===== config.mk =====
export PLATFORM = sky130hd
export DESIGN_NAME = div_unit
export DESIGN_NICKNAME = d
export VERILOG_FILES = /design/src/rtl/div_unit_pkg.sv /design/src/rtl/div_unit.sv
export SDC_FILE = /design/constraint.sdc
export NUM_CORES = 1
export LEC_CHECK = 0
export BUFFER_PORTS_ARGS = -buffer_cell sky130_fd_sc_hd__buf_2
export CAP_MARGIN = 15
export CORE_ASPECT_RATIO = 0.5
export CORE_UTILIZATION = 60
export DETAILED_ROUTE_END_ITERATION = 10
export GPL_ROUTABILITY_DRIVEN = 0
export PLACE_DENSITY = 0.84
export SLEW_MARGIN = 20
export SYNTH_ARGS = -nofsm -noshare
export SYNTH_HDL_FRONTEND = slang
export SYNTH_SLANG_ARGS = --single-unit

===== constraint.sdc =====
create_clock -name clk -period 17.85 [get_ports clk]
set_input_delay 3.57 -clock clk [delete_from_list [all_inputs] [get_ports clk]]
set_output_delay 3.57 -clock clk [all_outputs]
set_load 0.005 [all_outputs]

===== src/rtl/div_unit_pkg.sv =====
// Shared encodings for the iterative divider: FSM state codes and handshake levels
// used by div_unit and the execute-stage glue that drives it.
package div_unit_pkg;

  typedef enum logic [1:0] {
    DIV_FREE = 2'b00,
    DIV_ZERO = 2'b01,
    DIV_ON   = 2'b10,
    DIV_END  = 2'b11
  } div_state_e;

  localparam logic DIV_RESULT_READY     = 1'b1;
  localparam logic DIV_RESULT_NOT_READY = 1'b0;
  localparam logic DIV_START            = 1'b1;
  localparam logic DIV_STOP             = 1'b0;

endpackage


===== src/rtl/div_unit.sv =====
// Iterative radix-2 restoring divider for the execute stage: signed/unsigned 32-bit
// divide, returns {remainder, quotient} for HI/LO, stalls the pipe while iterating.
module div_unit
  import div_unit_pkg::*;
#(
  parameter int WIDTH = 32,
  parameter int ITER  = 32
) (
  input  logic                 clk,
  input  logic                 rst,
  input  logic                 start_i,
  input  logic                 signed_i,
  input  logic [WIDTH-1:0]     opdata1_i,
  input  logic [WIDTH-1:0]     opdata2_i,
  input  logic                 annul_i,
  output logic [2*WIDTH-1:0]   result_o,
  output logic                 ready_o,
  output logic                 stall_o
);

  localparam logic [5:0] LAST_CNT = 6'(ITER);

  div_state_e             state_q, state_d;
  logic [5:0]             cnt_q, cnt_d;
  logic [2*WIDTH:0]       acc_q, acc_d;
  logic [WIDTH-1:0]       divisor_q, divisor_d;
  logic                   signed_q, signed_d;
  logic                   sign1_q, sign1_d;
  logic                   sign2_q, sign2_d;
  logic [2*WIDTH-1:0]     result_q, result_d;
  logic                   ready_q, ready_d;

  logic [WIDTH+1:0]       trial;
  logic [WIDTH-1:0]       quo_fix;
  logic [WIDTH-1:0]       rem_fix;
  logic                   go;
  logic                   keep;

  function automatic logic [WIDTH-1:0] neg2c(input logic [WIDTH-1:0] v);
    return ~v + WIDTH'(1);
  endfunction

  function automatic logic [WIDTH-1:0] abs_val(input logic [WIDTH-1:0] v, input logic en);
    return (en && v[WIDTH-1]) ? neg2c(v) : v;
  endfunction

  // Trial subtract uses the full 33-bit partial remainder so large unsigned
  // divisors (top bit set) still produce a correct borrow in trial[WIDTH+1].
  assign trial   = {acc_q[2*WIDTH:WIDTH], acc_q[WIDTH-1]} - {2'b00, divisor_q};
  assign quo_fix = (signed_q && (sign1_q ^ sign2_q)) ? neg2c(acc_q[WIDTH-1:0]) : acc_q[WIDTH-1:0];
  assign rem_fix = (signed_q && sign1_q) ? neg2c(acc_q[2*WIDTH-1:WIDTH]) : acc_q[2*WIDTH-1:WIDTH];
  assign go      = (start_i == DIV_START) && !annul_i;
  assign keep    = (start_i != DIV_STOP) && !annul_i;

  always_comb begin
    state_d   = state_q;
    cnt_d     = cnt_q;
    acc_d     = acc_q;
    divisor_d = divisor_q;
    signed_d  = signed_q;
    sign1_d   = sign1_q;
    sign2_d   = sign2_q;
    result_d  = result_q;
    ready_d   = ready_q;

    unique case (state_q)
      DIV_FREE: begin
        result_d = '0;
        ready_d  = DIV_RESULT_NOT_READY;
        if (go && (opdata2_i == '0)) begin
          state_d = DIV_ZERO;
        end else if (go) begin
          state_d   = DIV_ON;
          cnt_d     = '0;
          acc_d     = {{(WIDTH+1){1'b0}}, abs_val(opdata1_i, signed_i)};
          divisor_d = abs_val(opdata2_i, signed_i);
          signed_d  = signed_i;
          sign1_d   = opdata1_i[WIDTH-1];
          sign2_d   = opdata2_i[WIDTH-1];
        end
      end

      DIV_ZERO: begin
        if (keep) begin
          state_d  = DIV_END;
          result_d = '0;
          ready_d  = DIV_RESULT_READY;
        end else begin
          state_d  = DIV_FREE;
          result_d = '0;
          ready_d  = DIV_RESULT_NOT_READY;
        end
      end

      DIV_ON: begin
        if (!keep) begin
          state_d  = DIV_FREE;
          result_d = '0;
          ready_d  = DIV_RESULT_NOT_READY;
        end else if (cnt_q == LAST_CNT) begin
          state_d  = DIV_END;
          result_d = {rem_fix, quo_fix};
          ready_d  = DIV_RESULT_READY;
        end else begin
          cnt_d = cnt_q + 6'd1;
          if (!trial[WIDTH+1]) begin
            acc_d = {trial[WIDTH:0], acc_q[WIDTH-2:0], 1'b1};
          end else begin
            acc_d = {acc_q[2*WIDTH-1:0], 1'b0};
          end
        end
      end

      DIV_END: begin
        if (!keep) begin
          state_d  = DIV_FREE;
          result_d = '0;
          ready_d  = DIV_RESULT_NOT_READY;
        end
      end

      default: begin
        state_d  = DIV_FREE;
        result_d = '0;
        ready_d  = DIV_RESULT_NOT_READY;
      end
    endcase
  end

  always_ff @(posedge clk or posedge rst) begin
    if (rst) begin
      state_q   <= DIV_FREE;
      cnt_q     <= '0;
      acc_q     <= '0;
      divisor_q <= '0;
      signed_q  <= 1'b0;
      sign1_q   <= 1'b0;
      sign2_q   <= 1'b0;
      result_q  <= '0;
      ready_q   <= DIV_RESULT_NOT_READY;
    end else begin
      state_q   <= state_d;
      cnt_q     <= cnt_d;
      acc_q     <= acc_d;
      divisor_q <= divisor_d;
      signed_q  <= signed_d;
      sign1_q   <= sign1_d;
      sign2_q   <= sign2_d;
      result_q  <= result_d;
      ready_q   <= ready_d;
    end
  end

  assign result_o = result_q;
  assign ready_o  = ready_q;
  assign stall_o  = start_i & ~ready_q;

endmodule

==> results of run 1 <==
## routing by layer
layer	vias to the layer above	routed length (um)	global-route usage [%]
met5	-	0	0
met4	0	841	12.3
met3	68	2030	4.87
met2	418	14200	52.8
met1	5161	13700	42.8
li1	5072	-	-
## Yosys cell counts (6+ instances only)
library cell,instances
o21ai_1,21
nand4_1,9
nor2_1,83
xnor2_1,71
clkbuf_1,45
a31oi_1,12
and3_1,13
nand3_1,13
nor4_1,11
nor3_1,37
and2_1,9
xor2_1,71
inv_1,63
buf_2,12
o31ai_1,26
a21oi_1,121
o211ai_1,7
dfrtp_1,173
or3_1,16
nand2_1,223
ha_1,42
mux2i_1,29
a21o_1,12
o21ai_0,178
o41ai_1,6
or4_1,9
nor2b_1,11
## worst register-to-register path: stages (launching register included)
cell and delay (ns):
dfrtp_1 0.46, ha_1 0.32, nor2b_1 0.13, o21a_1 0.18
a311o_1 0.47, a41oi_2 0.27, a21oi_2 0.14, o41ai_4 0.54
or2_1 0.60, a21oi_1 0.18, a221oi_2 0.27
## worst paths after layout
path	depth (start not counted)	endpoint	from	slack, ns
setup / recovery	3	stall_o	start_i	10.36
hold / removal	2	result_o[3]	result_o[3]	0.47
setup reg to reg	10	acc_q[61]	acc_q[32]	14.21
hold reg to reg	2	result_o[3]	result_o[3]	0.47
max in group asynchronous	4	acc_q[39]	rst	13.13
min in group asynchronous	2	result_o[4]	rst	3.15
## sequential cells by signal (all words and copies together) (netlist names)
signal	count
cnt_q	6
divisor_q	32
ready_o	1
sign2_q	1
result_o	64
sign1_q	1
signed_q	1
state_q	2
acc_q	65
## layout make-up
class                           instances  area, um^2
Multi-Input combinational cell       1097        6690
Inverter                               63         241
Clock inverter                          9        90.1
Fill cell                            1502        5730
Clock buffer                           21         460
Sequential cell                       173        4330
Timing Repair Buffer                  142         751
Tap cell                              259         324
## kinds of logic (layout without fill, tap and decap cells)
group / after synthesis / after routing
and+or+nand+nor: 458 / 458
adders and majority gates: 43 / 43
DFF: 173 / 173
muxes: 34 / 34
buffers and inverters: 128 / 235
xor gates and xnor gates: 142 / 142
AOI/OAI and AO/OA: 420 / 420
## power breakdown
part / internal [W] / switching (W)
Combinational: 0.000499 / 0.000793
Clock: 0.000198 / 0.000164
Sequential: 0.000499 / 0.000127
## stage by stage
step	cells	total power, W	setup slack (ns)
6_report	1764	0.00228	10.36
3_5_place_dp	1733	0.00187	10.36
3_3_place_gp	1733	0.00182	10.36
5_1_grt	1764	0.00243	10.33
4_1_cts	1763	0.00225	10.36
2_1_floorplan	1398	0.00159	9.59
==> impl_summary.md, run 1 <==
Detailed routing
The first TritonRoute pass finished after 5 iterations. In this run, the number of DRC markers left after iteration 0 of detailed routing was 802. After detailed routing, the number of vias per cell comes to 6.08. In this run the remaining antenna-violating nets after routing total 0. For this block, the via count after detailed routing is about 11000. Wires add up to 30700 um. The routed wirelength normalized by instance count is between 15 and 20 um. In the routed design, unresolved DRC markers number 0.

Setup path
STA classifies the critical path endpoint as a primary output. Among cell families on the critical path, the largest total delay comes from buffers and inverters. The slowest cell on the critical path is nor2b_1. By startpoint and endpoint, the worst setup path is classified as input pin to primary output. Counting stages on the worst path, the most repeated cell is buf_2. The largest incremental delay on the critical path is approximately 0.12 ns.

The count of buffering cells on the critical path with inverters included is 2. For the worst setup path, the data required time is 14.28 ns. The highest fanout seen on the critical path is 3. The signal on the critical path passes through buf_2 -> nor2b_1 -> buf_2. The worst setup path is launched from an input pin. The data arrival at the endpoint of the critical path is 3.92 ns.

Clock tree
After clock tree synthesis, the setup repair step added 0 buffers. The post-cts repair resize count is 0. The deepest level of the CTS H-tree is 4. After clock tree synthesis, the clock-pin slew on the worst setup and hold paths is 0.07 ns. In this run, CTS created clock tree buffers numbering 17. Counting along the longest clock path gives a buffer depth of 2. The cell chosen for the clock root is clkbuf_16.

The worst-skew pair later-pin latency is 0.44 ns. The number of hold buffers added after CTS is 0. The tree built by TritonCTS fans out to 173 sinks. TritonCTS built the clock tree.

Synth
The share of synthesized cell area in full adder, half adder and majority cells is 4.73%. The synthesized-area fraction occupied by ao, oa, aoi and oai cells is 21.0%. The post-synthesis cell count is 1398.

The number of storage elements in the synthesis netlist is 173. The count of synthesis-stage warnings from yosys is 0. The post-synthesis share of cell area spent on and, or, nand and nor gates is between 10% and 20%. The number of synthesized flops with an enable pin is 0. By area, the combinational part of the netlist is dominated by compound AO/OA/AOI/OAI gates. The average cell area after synthesis is between 8 and 9 um^2.

The count of different cell masters after synthesis is 65. Summing the areas of all xor and xnor instances in the mapped netlist gives 10.8% of the synthesized area. By area the synthesized netlist is led by dfrtp_1, o21ai_0, nand2_1. The number of nets in the synthesized netlist is 1510.

The portion of netlist area occupied by mux cells is 3.01%. The biggest area contributor in the post-synthesis netlist is dfrtp_1. The fraction of synthesis flops using an asynchronous set or reset pin is 100%. In this run the biggest area consumer among cell types represents a little under two fifths of the synthesized area. Among all flip-flop cells after synthesis, the most frequent one is dfrtp_1. Sequential elements use between 30% and 40% of the synthesized area.

Summing every instance area after synthesis gives about 0.012 mm^2.

Status
The flow ran to the end, and the final reports show no timing, DRC or antenna violations.

Floorplan
about 140 I/O pins were placed. The initial cell density of the core is 61.9%. The area of the die is 0.0198 mm^2. The horizontal die dimension is 198 um.

Measured along the y axis, the die boundary spans 100 um. The core footprint is 0.0186 mm^2. The row count is 35.

Timing
The number of pins with negative max-slew slack in the final report came to 0. The final critical path time including I/O delays and setup is 7.49 ns. The number of failing hold endpoints at the final stage is 0. The clock arrives with 0.0115 ns of skew. The count of final setup violators is 0. Setup repair after global routing left no endpoint under its margin. In the finished design, the share of the clock period the worst path needs comes to 42.0%. The maximum clock frequency is between 100 and 150 MHz. The relative slew slack is 32.8%. The setup TNS is 0 ns. Hold is met by about 0.47 ns. The transition at the pin with the smallest max-transition slack is 1.01 ns.

Global route
The total routing usage reported by global routing is 32.0%. The via count of the first global-routing pass is 10100. The initial antenna violation count was 0. The first global-routing pass estimated around 50000 um of wire. The total grt overflow is 0.

The pin count of the biggest net entering global routing is 110.

Layout
The finished cells cover 0.0129 mm^2. The number of antenna diodes in the final layout is 0. The net count of the finished layout is approximately 1600. The utilization of the core after routing is 69.2%. In the layout the commonest cells are nand2_1, o21ai_0, dfrtp_1. Leaving out fill and tap cells, the most frequent cell in the layout is nand2_1. The area growth from synthesis to layout is 11.8%. The share of final-layout standard cells stronger than drive strength 1 is 13.5%.

Power and ir drop
The maximum VDD drop is around 110 uV. The static leakage is a little under 6 nW. For this design the ratio of total power to cell area is 177 mW/mm^2.

Place
The number of port buffers is approximately 130. Once placement finished, the instance area stood at 0.0123 mm^2. Summed over all nets, the half-perimeter wirelength after detailed placement is around 21000 um.

Worst hold path
The worst hold path belongs to the class flip-flop to flip-flop.

Run
The max-capacitance violation count is 0.
Power figures use the tool's default switching activity.
==> run 2, diff against run 1 <==
--- a/config.mk
+++ b/config.mk
@@ -5,13 +5,14 @@
 export SDC_FILE = /design/constraint.sdc
 export NUM_CORES = 1
 export LEC_CHECK = 0
+export ABC_AREA = 1
 export BUFFER_PORTS_ARGS = -buffer_cell sky130_fd_sc_hd__buf_2
 export CAP_MARGIN = 15
 export CORE_ASPECT_RATIO = 0.5
 export CORE_UTILIZATION = 60
 export DETAILED_ROUTE_END_ITERATION = 10
 export GPL_ROUTABILITY_DRIVEN = 0
-export PLACE_DENSITY = 0.84
+export PLACE_DENSITY = 0.83
 export SLEW_MARGIN = 20
 export SYNTH_ARGS = -nofsm -noshare
 export SYNTH_HDL_FRONTEND = slang
==> constraint.sdc (replaced) <==
create_clock -name clk -period 6.9 [get_ports clk]
set_input_delay 1.38 -clock clk [delete_from_list [all_inputs] [get_ports clk]]
set_output_delay 1.38 -clock clk [all_outputs]
set_load 0.005 [all_outputs]
==> run 2 against run 1 <==
Compared with the run above:
- synthesized cell count increased by 51%
- hold slack got worse by 0.0032 ns
- global-route usage increased by 1.1 points
- critical path depth increased by 7
- sequential share of layout area decreased by 4.5 points
- power increased by 96%
- flip-flop and latch count unchanged
- clock power increased to 2.7 times the previous value
- area after synthesis increased by 17%
- clock skew decreased by 0.0019 ns
- critical endpoint is now result_o[61]
- highest routed layer unchanged
==> impl_summary.md, run 2 <==
Status
The flow ran to the end, and the final reports show no timing, DRC or antenna violations.

Global route
The global-route wire length before repair was 61100 um (+22%). The via count of the first global-routing pass is 12700 (+26%). The pin count of the biggest net entering global routing is 108 (-1.8%).

The total grt overflow is 0 (unchanged). The total routing usage reported by global routing is 33.0% (+1.1 points). The initial antenna violation count is 0 (unchanged).

Timing
The number of pins with negative max-slew slack in the final report is 0 (unchanged). The share of the clock period used by the worst path after layout is 57.3%. The transition at the pin with the smallest max-transition slack came to 0.986 ns (-0.0217 ns). The final critical path time including I/O delays and setup is 3.96 ns. The final setup skew is 0.00964 ns (-0.00188 ns). The count of final setup violators was 0 (unchanged). The relative slew slack came to 34.1% (+1.3 points). The final-layout worst hold slack is 0.472 ns (-0.00324 ns). The setup TNS is 0 ns (unchanged).

Setup repair after global routing left no endpoint under its margin. The worst-case setup margin in the final layout is 2.94 ns (-7.42 ns). The number of failing hold endpoints at the final stage is 0 (unchanged). Timing would allow up to around 250 MHz.

Detailed routing
The count of nets left with antenna violations after detail routing came to 0 (unchanged). The via density per instance is 5.49 (-9.7%). The number of DRC violations after detailed-routing iteration 0 is 1533 (+91%). The number of detailed-routing iterations run before antenna repair came to 8 (+3). The total detailed-routing wirelength came to 37200 um (+21%). The DRC violations left is 0 (unchanged). The routed wirelength normalized by instance count came to 14.8 um (-15%).

The overall via count from detail_route is 13800 (+29%).

Setup path
The critical path goes through inv_1 -> ha_1 -> buf_4 -> inv_1 -> nor2_1 -> nor2_1 -> nand2_1 -> clkinv_1 -> nand3_1 -> nand2_1. STA classifies the critical path endpoint as a flip-flop. The worst setup path is launched from a flip-flop. The count of buffering cells on the critical path with inverters included is 4 (+2). The largest incremental delay on the critical path was 0.97 ns (+0.85 ns).

The highest fanout seen on the critical path is 38 (+35). Among cell families on the critical path, the largest total delay comes from buffers and inverters. By startpoint and endpoint, the worst setup path is classified as flip-flop to flip-flop. The required time of the worst setup path is 7.24 ns (-7.04 ns). The data arrival at the endpoint of the critical path is 4.29 ns (+0.37 ns). The slowest cell on the critical path is clkinv_1.

Floorplan
The die height was 108 um (+8.2%). The area of the die is 0.0232 mm^2 (+17%). The horizontal die dimension came to 214 um (+8.2%).

The core footprint is 0.0219 mm^2 (+18%). The initial cell density of the core is 61.8% (-0.097 points). The row count came to 38 (+8.6%). The count of boundary I/O pins is 135 (unchanged).

Place
The worst slack at placement came to 2.68 ns (-7.68 ns). The post-detailed-placement half-perimeter wirelength came to 28300 um (+32%). The number of port buffers was 134 (unchanged).

Synth
The count of different cell masters after synthesis is 43 (-34%). The fraction of synthesis flops using an asynchronous set or reset pin came to 100% (unchanged). The number of nets in the synthesized netlist is 2224 (+47%). By area the synthesized netlist is led by dfrtp_1, nand2_1, inv_1.

Yosys instantiated no cell more often than nand2_1. The count of synthesis-stage warnings from yosys came to 0 (unchanged). The average cell area after synthesis is 6.40 um^2 (-22%). The number of synthesized flops with an enable pin was 0 (unchanged). The share of Yosys cell area claimed by the top area cell type was 32.0% (-5.5 points). The post-synthesis cell count is 2112 (+51%).

The top flip-flop cell by instance count after synthesis is dfrtp_1. The largest total area in the synthesized netlist belongs to dfrtp_1. Counting instances in the post-synthesis netlist gives the leading cell types as nand2_1, inv_1, nand3_1. The register area share after synthesis is 32.0% (-5.5 points).

The number of storage elements in the synthesis netlist is 173 (unchanged). The area of the mapped netlist is 0.0135 mm^2 (+17%).

Clock tree
The count of clock tree sinks is 173 (unchanged). The post-CTS setup repair buffer count is 0 (unchanged). The number of buffers created by CTS is 17 (unchanged). The number of hold buffers added after CTS was 0 (unchanged). The number of buffers between clock root and the deepest sink is 2 (unchanged). The deepest level of the CTS H-tree is 4 (unchanged).

The cell chosen for the clock root is clkbuf_16. The post-cts repair resize count came to 0 (unchanged). The clock tree from TritonCTS is done. The worst-skew pair later-pin latency is 0.45 ns (about the same). The clock-pin slew on the worst setup and hold paths is 0.07 ns (about the same).

Worst hold path
In this run the worst hold path is classified as flip-flop to flip-flop.

Layout
The share of final-layout standard cells stronger than drive strength 1 was 10.5% (-3.0 points). The utilization of the core after routing came to 68.1% (-1.2 points). Leaving out fill and tap cells, the most frequent cells in the layout are nand2_1, inv_1, nand3_1. The number of flip-flops under the largest register name is 65 (unchanged). Relative to the synthesized area, the layout overhead comes to 10.1%. The library cell used most frequently in the layout, excluding fill and tap cells, is nand2_1. The count of nets after finishing is 2316 (+44%). The most flop-heavy register is acc_q. The antenna diode count was 0 (unchanged).

Power and ir drop
The static leakage is 8.25 nW (+41%). The total power divided by cell area is 300 mW/mm^2 (+70%). The power consumption is 0.00447 W (+96%). The maximum VDD drop was 221 uV (+110%).

Run
The max-capacitance violation count is 0 (unchanged).
==> run 2: final timing paths <==
| path | slack [ns] | cells past startpoint | startpoint | to |
|---|---|---|---|---|
| min in group asynchronous | 1.12 | 2 | rst | result_o[35] |
| setup reg to reg | 2.94 | 10 | state_q[0] | result_o[61] |
| max in group asynchronous | 4.38 | 3 | rst | divisor_q[28] |
| hold reg to reg | 0.47 | 2 | result_o[63] | result_o[63] |
| hold / removal | 0.47 | 2 | result_o[63] | result_o[63] |
| setup / recovery | 2.94 | 10 | state_q[0] | result_o[61] |
==> run 2: per-stage QoR <==
stage          instances  area, um^2
2_1_floorplan       2112       13500
3_3_place_gp        2484       14300
3_5_place_dp        2484       14300
4_1_cts             2516       14900
5_1_grt             2517       14900
6_report            2517       14900
==> run 2: routing by layer <==
metal / vias up / global-route usage (%) / part of all wire [%]
li1: 6894 / - / -
met1: 6302 / 44.5 / 45
met2: 532 / 54.5 / 45
met3: 81 / 4.64 / 7.8
met4: 0 / 12.6 / 2.8
met5: - / 0 / 0
==> run 2: area by class of cell <==
type | count | area, um^2
clock buffers | 19 | 453
repair buffers | 141 | 736
fillers | 2033 | 6980
inverters | 290 | 1090
well taps | 300 | 375
multi-input cells | 1581 | 7750
flip-flops and latches | 173 | 4330
clock inverters | 13 | 146
==> run 2: cell families (layout without fill, tap and decap cells) <==
logic type                 after synthesis  count (layout)  synth area share, %
DFF                                    173             173                 32.0
AOI/OAI and AO/OA                      242             242                 9.88
buffers and inverters                  358             463                 10.8
and+or+nand+nor                       1217            1217                 38.2
xor gates and xnor gates                79              79                 5.12
adders and majority gates               43              43                 4.03
==> run 2: power breakdown <==
group	switching, W	total (W)	internal (W)
logic	0.00137	0.00202	0.000654
clock network	0.000456	0.000988	0.000532
registers	0.000223	0.00147	0.00124
==> run 2: worst reg2reg max path, delay by kind of cell (launching register included) <==
kind                       cells  cell delay, ns
adders and majority gates      1            0.16
buffers and inverters          4            1.80
DFF                            1            0.38
and+or+nand+nor                5            1.51
